`config.mk`:
```
export PLATFORM = sky130hd
export DESIGN_NAME = pc_sequencer
export DESIGN_NICKNAME = d
export VERILOG_FILES = /design/src/rtl/pc_seq_pkg.sv /design/src/rtl/pc_seq_strobe.sv /design/src/rtl/pc_sequencer.sv
export SDC_FILE = /design/constraint.sdc
export NUM_CORES = 1
export LEC_CHECK = 0
export ABC_AREA = 1
export BUFFER_PORTS_ARGS = -buffer_cell sky130_fd_sc_hd__buf_2
export CORE_MARGIN = 1.5
export CORE_UTILIZATION = 54
export CTS_CLUSTER_DIAMETER = 60
export DETAILED_ROUTE_END_ITERATION = 6
export PLACE_DENSITY_LB_ADDON = 0.1
export SYNTH_ARGS = -nofsm -noshare
export SYNTH_HDL_FRONTEND = slang
export SYNTH_SLANG_ARGS = --single-unit
```
`constraint.sdc`:
```
create_clock -name clk -period 2 [get_ports clk]
set_input_delay 0.1 -clock clk [delete_from_list [all_inputs] [get_ports clk]]
set_output_delay 0.1 -clock clk [all_outputs]
set_load 0.005 [all_outputs]
```
`src/rtl/pc_seq_pkg.sv`:
```
// pc_seq_pkg: shared definitions for the program-counter instruction sequencer.
//   - field widths of the PC command interface and of ROM instructions
//   - opcode constants for the control-flow instructions (instr[15:11])
//   - FSM state enum of the sequencer, command enum, strobe-timer phase enum
package pc_seq_pkg;

  localparam int ADDR_W  = 11;
  localparam int REL_W   = 10;
  localparam int INSTR_W = 16;
  localparam int OP_W    = 5;

  localparam logic [OP_W-1:0] OP_JSR  = 5'b11100;
  localparam logic [OP_W-1:0] OP_RET  = 5'b11101;
  localparam logic [OP_W-1:0] OP_JMP  = 5'b11110;
  localparam logic [OP_W-1:0] OP_HALT = 5'b11111;

  typedef enum logic [3:0] {
    ST_IDLE,
    ST_BOOT,
    ST_FETCH,
    ST_WAIT,
    ST_DECODE,
    ST_EXEC,
    ST_SETUP,
    ST_STROBE,
    ST_RELEASE,
    ST_HALT,
    ST_ERR
  } state_e;

  // CMD_INC asserts no command line: the PC simply increments on the strobe.
  typedef enum logic [1:0] {
    CMD_INC,
    CMD_PRELOAD,
    CMD_JSR,
    CMD_RET
  } cmd_e;

  typedef enum logic [1:0] {
    PH_IDLE,
    PH_SETUP,
    PH_STROBE,
    PH_RELEASE
  } phase_e;

endpackage

```
`src/rtl/pc_seq_strobe.sv`:
```
// pc_cmd_strobe: setup/strobe/release timer for one PC command.
//   i_clk, i_rst_n : clock, synchronous active-low reset
//   i_start        : accepted while idle; latches i_cmd/i_addr/i_rel
//   i_cmd          : command to issue (INC drives no command line)
//   i_addr, i_rel  : preload target / JSR offset, passed through unmodified
//   o_busy         : timer is in SETUP, STROBE or RELEASE
//   o_last         : final STROBE cycle (incr drops on the next edge)
//   o_incr         : PC strobe, high for STROBE_CYC cycles
//   o_preload/o_jsr/o_ret/o_addr/o_rel : command levels, held from SETUP
//                    through RELEASE and cleared afterwards
module pc_cmd_strobe
  import pc_seq_pkg::*;
#(
  parameter int STROBE_CYC = 1
) (
  input  logic              i_clk,
  input  logic              i_rst_n,
  input  logic              i_start,
  input  cmd_e              i_cmd,
  input  logic [ADDR_W-1:0] i_addr,
  input  logic [REL_W-1:0]  i_rel,
  output logic              o_busy,
  output logic              o_last,
  output logic              o_incr,
  output logic              o_preload,
  output logic              o_jsr,
  output logic              o_ret,
  output logic [ADDR_W-1:0] o_addr,
  output logic [REL_W-1:0]  o_rel
);

  localparam logic [2:0] LAST_CNT = 3'(STROBE_CYC - 1);

  phase_e            r_phase;
  logic [2:0]        r_cnt;
  logic              r_incr;
  logic              r_preload;
  logic              r_jsr;
  logic              r_ret;
  logic [ADDR_W-1:0] r_addr;
  logic [REL_W-1:0]  r_rel;

  // Levels are loaded on the edge that enters SETUP, so they are already
  // stable for a full cycle before incr rises, and are only cleared on the
  // edge that leaves RELEASE, a full cycle after incr falls.
  always_ff @(posedge i_clk) begin
    if (!i_rst_n) begin
      r_phase   <= PH_IDLE;
      r_cnt     <= '0;
      r_incr    <= 1'b0;
      r_preload <= 1'b0;
      r_jsr     <= 1'b0;
      r_ret     <= 1'b0;
      r_addr    <= '0;
      r_rel     <= '0;
    end else begin
      case (r_phase)
        PH_IDLE: begin
          if (i_start) begin
            r_phase   <= PH_SETUP;
            r_preload <= (i_cmd == CMD_PRELOAD);
            r_jsr     <= (i_cmd == CMD_JSR);
            r_ret     <= (i_cmd == CMD_RET);
            r_addr    <= i_addr;
            r_rel     <= i_rel;
          end
        end
        PH_SETUP: begin
          r_phase <= PH_STROBE;
          r_incr  <= 1'b1;
          r_cnt   <= '0;
        end
        PH_STROBE: begin
          if (r_cnt == LAST_CNT) begin
            r_phase <= PH_RELEASE;
            r_incr  <= 1'b0;
          end else begin
            r_cnt <= r_cnt + 3'd1;
          end
        end
        PH_RELEASE: begin
          r_phase   <= PH_IDLE;
          r_preload <= 1'b0;
          r_jsr     <= 1'b0;
          r_ret     <= 1'b0;
          r_addr    <= '0;
          r_rel     <= '0;
        end
        default: r_phase <= PH_IDLE;
      endcase
    end
  end

  assign o_busy    = (r_phase != PH_IDLE);
  assign o_last    = (r_phase == PH_STROBE) && (r_cnt == LAST_CNT);
  assign o_incr    = r_incr;
  assign o_preload = r_preload;
  assign o_jsr     = r_jsr;
  assign o_ret     = r_ret;
  assign o_addr    = r_addr;
  assign o_rel     = r_rel;

endmodule

```
`src/rtl/pc_sequencer.sv`:
```
// pc_sequencer: fetches instructions at pc, decodes control flow and drives
// the PC command interface through a setup/strobe/release sequence.
//   clk, rst_n    : clock, synchronous active-low reset
//   run           : level; a rise while idle boots at RESET_VEC, a fall
//                   returns to idle once the current sequence completes
//   pc, instr     : current PC / ROM data (valid one cycle after rom_en)
//   exec_done     : datapath completion pulse, honoured only in EXEC
//   rom_en        : ROM read enable (high in FETCH)
//   exec_start    : one-cycle pulse on entry to EXEC
//   incr          : PC strobe
//   preload, jsr, ret, addr, relative_addr : PC command levels
//   halted, err   : set in HALT/ERR (err only in ERR), cleared in IDLE
module pc_sequencer
  import pc_seq_pkg::*;
#(
  parameter logic [10:0] RESET_VEC  = 11'd0,
  parameter int          STROBE_CYC = 1
) (
  input  logic               clk,
  input  logic               rst_n,
  input  logic               run,
  input  logic [ADDR_W-1:0]  pc,
  input  logic [INSTR_W-1:0] instr,
  input  logic               exec_done,
  output logic               rom_en,
  output logic               exec_start,
  output logic               incr,
  output logic               preload,
  output logic               jsr,
  output logic               ret,
  output logic [ADDR_W-1:0]  addr,
  output logic [REL_W-1:0]   relative_addr,
  output logic               halted,
  output logic               err
);

  state_e             r_state;
  logic               r_run_d;
  logic               r_in_sub;
  logic [INSTR_W-1:0] r_instr;
  logic               r_rom_en;
  logic               r_exec_start;
  logic               r_halted;
  logic               r_err;

  logic               w_start;
  cmd_e               w_cmd;
  logic [ADDR_W-1:0]  w_addr;
  logic [REL_W-1:0]   w_rel;
  logic [OP_W-1:0]    w_op;
  logic               w_busy;
  logic               w_last;

  assign w_op = r_instr[INSTR_W-1:INSTR_W-OP_W];

  // Command issued to the strobe timer on the edge that enters SETUP.
  always_comb begin
    w_start = 1'b0;
    w_cmd   = CMD_INC;
    w_addr  = '0;
    w_rel   = '0;
    case (r_state)
      ST_BOOT: begin
        w_start = 1'b1;
        w_cmd   = CMD_PRELOAD;
        w_addr  = RESET_VEC;
      end
      ST_DECODE: begin
        case (w_op)
          OP_JMP: begin
            w_start = 1'b1;
            w_cmd   = CMD_PRELOAD;
            w_addr  = r_instr[ADDR_W-1:0];
          end
          OP_JSR: begin
            w_start = !r_in_sub;
            w_cmd   = CMD_JSR;
            w_rel   = r_instr[REL_W-1:0];
          end
          OP_RET: begin
            w_start = r_in_sub;
            w_cmd   = CMD_RET;
          end
          default: ;
        endcase
      end
      ST_EXEC: begin
        w_start = exec_done;
        w_cmd   = CMD_INC;
      end
      default: ;
    endcase
  end

  pc_cmd_strobe #(
    .STROBE_CYC(STROBE_CYC)
  ) u_strobe (
    .i_clk    (clk),
    .i_rst_n  (rst_n),
    .i_start  (w_start),
    .i_cmd    (w_cmd),
    .i_addr   (w_addr),
    .i_rel    (w_rel),
    .o_busy   (w_busy),
    .o_last   (w_last),
    .o_incr   (incr),
    .o_preload(preload),
    .o_jsr    (jsr),
    .o_ret    (ret),
    .o_addr   (addr),
    .o_rel    (relative_addr)
  );

  // Main FSM; SETUP/STROBE/RELEASE track the strobe timer's phases so the
  // state always reflects where the PC command sequence is.
  always_ff @(posedge clk) begin
    if (!rst_n) begin
      r_state      <= ST_IDLE;
      r_run_d      <= 1'b0;
      r_in_sub     <= 1'b0;
      r_instr      <= '0;
      r_rom_en     <= 1'b0;
      r_exec_start <= 1'b0;
      r_halted     <= 1'b0;
      r_err        <= 1'b0;
    end else begin
      r_run_d      <= run;
      r_rom_en     <= 1'b0;
      r_exec_start <= 1'b0;
      case (r_state)
        ST_IDLE: begin
          r_halted <= 1'b0;
          r_err    <= 1'b0;
          if (run && !r_run_d) r_state <= ST_BOOT;
        end
        ST_BOOT: begin
          r_in_sub <= 1'b0;
          r_state  <= ST_SETUP;
        end
        ST_FETCH: r_state <= ST_WAIT;
        ST_WAIT: begin
          r_instr <= instr;
          r_state <= ST_DECODE;
        end
        ST_DECODE: begin
          case (w_op)
            OP_JMP: r_state <= ST_SETUP;
            OP_JSR: begin
              if (r_in_sub) begin
                r_state  <= ST_ERR;
                r_halted <= 1'b1;
                r_err    <= 1'b1;
              end else begin
                r_in_sub <= 1'b1;
                r_state  <= ST_SETUP;
              end
            end
            OP_RET: begin
              if (r_in_sub) begin
                r_in_sub <= 1'b0;
                r_state  <= ST_SETUP;
              end else begin
                r_state  <= ST_ERR;
                r_halted <= 1'b1;
                r_err    <= 1'b1;
              end
            end
            OP_HALT: begin
              r_state  <= ST_HALT;
              r_halted <= 1'b1;
            end
            default: begin
              r_state      <= ST_EXEC;
              r_exec_start <= 1'b1;
            end
          endcase
        end
        // A falling run is deliberately ignored here: the datapath still owns
        // the instruction, so its completion is awaited before stopping.
        ST_EXEC: if (exec_done) r_state <= ST_SETUP;
        ST_SETUP: r_state <= ST_STROBE;
        ST_STROBE: if (w_last) r_state <= ST_RELEASE;
        ST_RELEASE: begin
          if (run) begin
            r_state  <= ST_FETCH;
            r_rom_en <= 1'b1;
          end else begin
            r_state <= ST_IDLE;
          end
        end
        ST_HALT, ST_ERR: begin
          if (!run) begin
            r_state  <= ST_IDLE;
            r_halted <= 1'b0;
            r_err    <= 1'b0;
          end
        end
        default: r_state <= ST_IDLE;
      endcase
    end
  end

  assign rom_en     = r_rom_en;
  assign exec_start = r_exec_start;
  assign halted     = r_halted;
  assign err        = r_err;

endmodule

```
* Word-level counts from Yosys, hierarchy flattened
Index checks and enable logic that the tools add are counted.
Widths: inputs -> output; s select.
** Cells by class
- Reductions and logical operators :: 23
- Magnitude comparators :: 0
- Eq/ne operators :: 31
- Shifts and indexed selects :: 0
- Div/mod/pow operators :: 0
- Add/sub/neg operators :: 1
- Bitwise gates (word level) :: 0
- Mux-type cells :: 45
- Multipliers :: 0
** Operator list (number)
- $pmux 4 s10 :: 1
- $mux 11 :: 3
- $mux 10 :: 3
- $mux 4 :: 6
- $pmux 11 s2 :: 1
- $eq 5x5->1 const B :: 4
- $pmux 10 s2 :: 1
- $eq 4x3->1 const B :: 4
- $pmux 4 s4 :: 1
- $pmux 1 s3 :: 5
- $pmux 1 s2 :: 7
- $reduce_and 2->1 :: 7
- $eq 4x4->1 const B :: 3
- $reduce_and 5->1 :: 2
- $mux 1 :: 9
- $eq 2x2->1 const B :: 4
- $eq 4x2->1 const B :: 2
- $ne 2x2->1 const B :: 4
- $pmux 2 s4 :: 1
- $mux 2 :: 3
- $ne 2x1->1 const B :: 3
- $ne 3x3->1 const B :: 2
- $pmux 2 s3 :: 1
- $pmux 3 s2 :: 1
- other kinds (17) :: 22
** Storage, ports and cells
- ROM bits :: 0
- Bits in latches :: 0
- Memory bits (writable) :: 0
- Input port bits :: 31
- Memories :: 0
- Flip-flop bits (word level) :: 56
- Logic and storage cells :: 116

* Depth between registers and ports, before layout
- Word-level depth :: 6
- Depth in mapped cells :: 13
- Depth with buffers taken out :: 12

* Hierarchy
From an unflattened synthesis, not the netlist that was laid out.
** Unflattened totals
- Cells, all modules :: 380
- Area total of the unflattened synthesis :: 2929.1 µm²
** Modules (own cells, without submodules)
- pc_cmd_strobe :: area each 1569.0 µm², cells each 170, seq. area each 600.6 µm², times used 1
- pc_sequencer :: area each 1360.1 µm², cells each 210, seq. area each 520.5 µm², times used 1

* Worst setup path after synthesis
No wires, ideal clock.
- Kind :: reg2reg
- Start point :: reg r_instr[11]
- End point :: reg u_strobe.r_addr[0], in the netlist u_strobe.o_addr[0]
- Required time :: 1.887 ns
- Buffers on the path :: 3
- Setup slack :: 0.572 ns
- Cell stages (with the launch flop) :: 13
- Clock period less this slack :: 1.428 ns
- Arrival :: 1.316 ns
- Library setup time :: 0.113 ns
- Cells stage by stage :: dfxtp_1 buf_4 nand2_2 nor2_4 nand3_2 nand2_1 nand2_1 nand2_2 nand2_2 buf_6 buf_4 nor2_1 nor2_1
** Between the ends
- Longest elaborated chain between the ends :: 5
** RTL lines
- start: declaration :: line pc_sequencer.sv:40 : logic [INSTR_W-1:0] r_instr;
- start signal: assignment :: line pc_sequencer.sv:142 : r_instr <= instr;
- $eq 5x5->1 :: line pc_sequencer.sv:69 : case (w_op)
- $pmux 1 s3 or $mux 11 (tied branches) :: line pc_sequencer.sv:69
- $pmux 1 s3 or $mux 11 (tied branches) :: line pc_sequencer.sv:62 : case (r_state)
- $ne 2x1->1 (no line) or $mux 11 (tied branches)
- $reduce_and 2->1 (no line) or $pmux 11 s2 (tied branches)
- end signal: assignment :: line pc_seq_strobe.sv:64 : r_addr <= i_addr;
- end: declaration :: line pc_seq_strobe.sv:40 : logic [ADDR_W-1:0] r_addr;
Parallel ways exist; a longest one is shown, timed or not. The select of a mux whose other input is x is not followed.
A chain may end at the register's enable or synchronous reset.

* Worst setup path in the final report
- Start point :: reg r_instr[11]
- End point :: reg u_strobe.r_jsr, in the netlist u_strobe.o_jsr
** Between the ends
- Longest elaborated chain between the ends :: 6
** RTL lines
- $eq 5x5->1 :: line pc_sequencer.sv:69
- $pmux 2 s3 :: line pc_sequencer.sv:69
- $pmux 2 s2 :: line pc_sequencer.sv:62
- $eq 2x2->1 :: line pc_seq_strobe.sv:62 : r_jsr <= (i_cmd == CMD_JSR);
- $mux 1 :: line pc_seq_strobe.sv:59 : if (i_start) begin
- $pmux 1 s2 :: line pc_seq_strobe.sv:57 : case (r_phase)
- end signal: assignment :: line pc_seq_strobe.sv:62
- end: declaration :: line pc_seq_strobe.sv:38 : logic r_jsr;
Parallel ways exist; a longest one is shown, timed or not. The select of a mux whose other input is x is not followed.

==> out/metrics.json <==
{
  "logic_synthesis": {
    "syn_inst": 411,
    "ys_warnings": 0,
    "synth_top_family_by_area": "simple AND/OR/NAND/NOR gates",
    "synthesis.area_per_instance_um2": 6.643,
    "synth.yosys.seq_area_share": 0.4106,
    "synth.lib_cells_used.distinct": 22,
    "synth_async_sr_flop_share": 0,
    "syn-cell-area_mm2": 0.002730,
    "postSynth.topFlopCell": "sky130_fd_sc_hd__dfxtp_1",
    "compound_gate_fraction_of_synth_area": 0.1036,
    "post_synth_xor_area_fraction": 0,
    "post_synth_and_or_nand_nor_area_fraction": 0.3410,
    "portion_of_netlist_area_occupied_by_mux_cells": 0,
    "synth_fa_ha_area_frac": 0.02750,
    "edff_count_synth": 0,
    "synth-seq-cells": 56,
    "synth_nets": 448
  },
  "cells_and_area": {
    "fraction_of_layout_cells_with_a_size_suffix_above_1": 0.1878,
    "stdcell_area_mm2": 0.003149,
    "syn_to_final_growth_pct": 15.35,
    "final_core_util": 0.6580,
    "antennaDiodeCount": 0,
    "final_common_cell": "sky130_fd_sc_hd__nor2_1",
    "nets": 494,
    "final_cell_mix": "sky130_fd_sc_hd__nor2_1 (89), sky130_fd_sc_hd__nand2_1 (77), sky130_fd_sc_hd__inv_1 (57)"
  },
  "floorplan": {
    "fp.dieW_um": 74.11,
    "initial_core_util": 0.5705,
    "std_cell_rows": 25,
    "floorplan.io_pins": 60,
    "dieHeight_um": 74.11,
    "die-area_mm2": 0.005492,
    "area_inside_the_core_boundary_mm2": 0.004786
  },
  "timing": {
    "final.setup.tns_ns": 0,
    "timing.final.setup_violations": 0,
    "final_min_period_over_clock_period": 0.8579,
    "max_clock_freq_mhz": 582.8,
    "final_slew_viol_count": 0,
    "rsz0062_at_grt": "no",
    "finalHoldViolCount": 0,
    "setup_ws_ns": 0.2842,
    "worst-slew-pin-transition_ns": 0.7259,
    "finClkSkew_ns": 0.01640,
    "finalCriticalPeriod_ns": 1.716,
    "slew-limit-headroom": 0.5156
  },
  "clock_tree": {
    "cts_post_setup_buffers_inserted": 0,
    "cts_resized": 0,
    "clockBufferDepth": 2,
    "clkTransAtPathRegs_ns": 0.11,
    "clk_latency_ns": 0.31,
    "cts_buffers": 5,
    "cts_num_sinks": 56,
    "postCtsHoldBufs": 0,
    "cts_tree": "yes",
    "h_tree_depth": 2,
    "cell_at_the_root_of_the_clock_tree": "sky130_fd_sc_hd__clkbuf_8"
  },
  "power_and_ir_drop": {
    "power_leakage_nw": 1.547,
    "vdd.ir_drop.worst_mv": 1.050,
    "powerDensity_mw_per_mm2": 1469
  },
  "grt": {
    "grt_antenna_before_repair": 0,
    "track_usage": 0.2275,
    "grt_pass1_wl_mm": 9.846,
    "grt_max_degree": 46,
    "grt_remaining_overflow": 0,
    "first_global_vias": 2195
  },
  "critical_path": {
    "critPathMaxFanout": 38,
    "timing.rr.start": "r_instr[11]$_SDFFE_PN0P_",
    "r2r_setup_slack_ns": 0.28,
    "crit-reg2reg-capture": "u_strobe.o_jsr$_SDFFE_PN0P_",
    "cp_data_required_time_ns": 2.20,
    "worstSetupEndpoint": "u_strobe.o_jsr$_SDFFE_PN0P_",
    "timing.critical_path.from_type": "flop",
    "timing.setup.critical_path_class": "reg -> reg",
    "crit_path_end_kind": "flop",
    "crit_path_start": "r_instr[11]$_SDFFE_PN0P_",
    "worst-r2r-cell-count": 10,
    "worst_ep_arrival_time_ns": 1.92
  },
  "routing": {
    "vias": 2509,
    "drt_pre_antenna_iters": 4,
    "dr.first_iter.drc_count": 201,
    "route.detailed.vias_per_inst": 4.779,
    "avgRoutedWirePerCell_um": 11.20,
    "final_wl_mm": 5.881,
    "antenna_left": 0,
    "detail_route.drc_violations": 0
  },
  "place": {
    "dp_hpwl_mm": 4.119,
    "place_worst_setup_slack_ns": 0.2960,
    "dpl-instance-area_mm2": 0.003012,
    "gp_routability_congestion": 0.9279,
    "port_buffers": 48
  },
  "worst_hold_path": {
    "worstHoldPathType": "in -> reg"
  },
  "run": {
    "maxCapViolations": 0
  },
  "run_status": {
    "status": "completed"
  }
}
[cell type report]
cell class | instances | area, um2
Multi-Input combinational cell | 278 | 1289
Clock inverter | 3 | 68.82
Sequential cell | 56 | 1121
Clock buffer | 5 | 68.82
Tap cell | 67 | 83.83
Fill cell | 440 | 1637
Inverter | 62 | 232.7
Timing Repair Buffer | 54 | 285.3
[report_power, final]
group          internal (mW)  total [mW]  switching (mW)
clock network          0.504       0.874           0.370
registers               1.45        1.63           0.184
logic                  0.815        2.12            1.31
total                   2.76        4.63            1.86
[synthesized netlist by cell type, types with 6 or more instances]
master,count,area share
sky130_fd_sc_hd__nor2_1,89,0.12
sky130_fd_sc_hd__nand2_1,77,0.11
sky130_fd_sc_hd__inv_1,57,0.078
sky130_fd_sc_hd__dfxtp_1,56,0.41
sky130_fd_sc_hd__a21oi_1,27,0.049
sky130_fd_sc_hd__o21ai_0,22,0.040
sky130_fd_sc_hd__nand3_1,21,0.038
sky130_fd_sc_hd__nand2_2,13,0.030
sky130_fd_sc_hd__buf_2,7,0.013
sky130_fd_sc_hd__nand4_1,7,0.016
sky130_fd_sc_hd__ha_1,6,0.027
[worst max-delay path: stages, from the launching register on]
cell,delay (ns)
sky130_fd_sc_hd__dfxtp_1,0.54
sky130_fd_sc_hd__nor2_1,0.09
sky130_fd_sc_hd__o211ai_1,0.12
sky130_fd_sc_hd__nand2_1,0.07
sky130_fd_sc_hd__nand2_1,0.10
sky130_fd_sc_hd__nand2_2,0.06
sky130_fd_sc_hd__nand2_2,0.05
sky130_fd_sc_hd__buf_4,0.36
sky130_fd_sc_hd__nand2_1,0.10
sky130_fd_sc_hd__nand2_1,0.08
sky130_fd_sc_hd__nor2_1,0.04
[metrics by stage]
step	hold slack, ns	total power [mW]	cells
after global routing	0.02168	5.072	525
final	0.01983	4.626	525
after floorplan	0.1935	3.291	411
after global placement	0.3200	3.729	517
after detailed placement	0.3342	3.776	517
after CTS	0.01380	4.654	525
[routing by layer]
| layer | track usage | part of all wire | vias up |
|---|---|---|---|
| li1 | - | - | 1362 |
| met1 | 0.3221 | 0.52 | 1068 |
| met2 | 0.3462 | 0.42 | 77 |
| met3 | 0.05827 | 0.061 | 2 |
| met4 | 0.05761 | 0.0037 | 0 |
| met5 | 0 | 0 | - |
[how the worst min path moves through the flow]
stage,start,end,slack (ns),depth (start not counted)
4_1_cts,run,r_run_d$_SDFF_PN0_,0.01,3
5_1_grt,instr[6],r_instr[6]$_SDFFE_PN0P_,0.02,3
6_report,instr[6],r_instr[6]$_SDFFE_PN0P_,0.02,3
3_3_place_gp,instr[13],r_instr[13]$_SDFFE_PN0P_,0.32,3
2_1_floorplan,run,r_run_d$_SDFF_PN0_,0.19,2
3_5_place_dp,instr[14],r_instr[14]$_SDFFE_PN0P_,0.33,3
[kinds of logic (layout without fill, tap and decap cells)]
group / after synthesis / count (layout)
AOI/OAI and AO/OA: 54 / 54
and+or+nand+nor: 218 / 218
buffers and inverters: 77 / 124
adders and majority gates: 6 / 6
DFF: 56 / 56
[state kept, by name, summed over array words and instances, names as in the netlist]
name and count:
r_instr 16, u_strobe.o_addr 11, u_strobe.o_rel 10, r_state 4, u_strobe.r_cnt 3, u_strobe.r_phase 2
err 1, exec_start 1, halted 1, r_in_sub 1, r_run_d 1, rom_en 1
u_strobe.o_incr 1, u_strobe.o_jsr 1, u_strobe.o_preload 1, u_strobe.o_ret 1
Power figures use the tool's default switching activity.
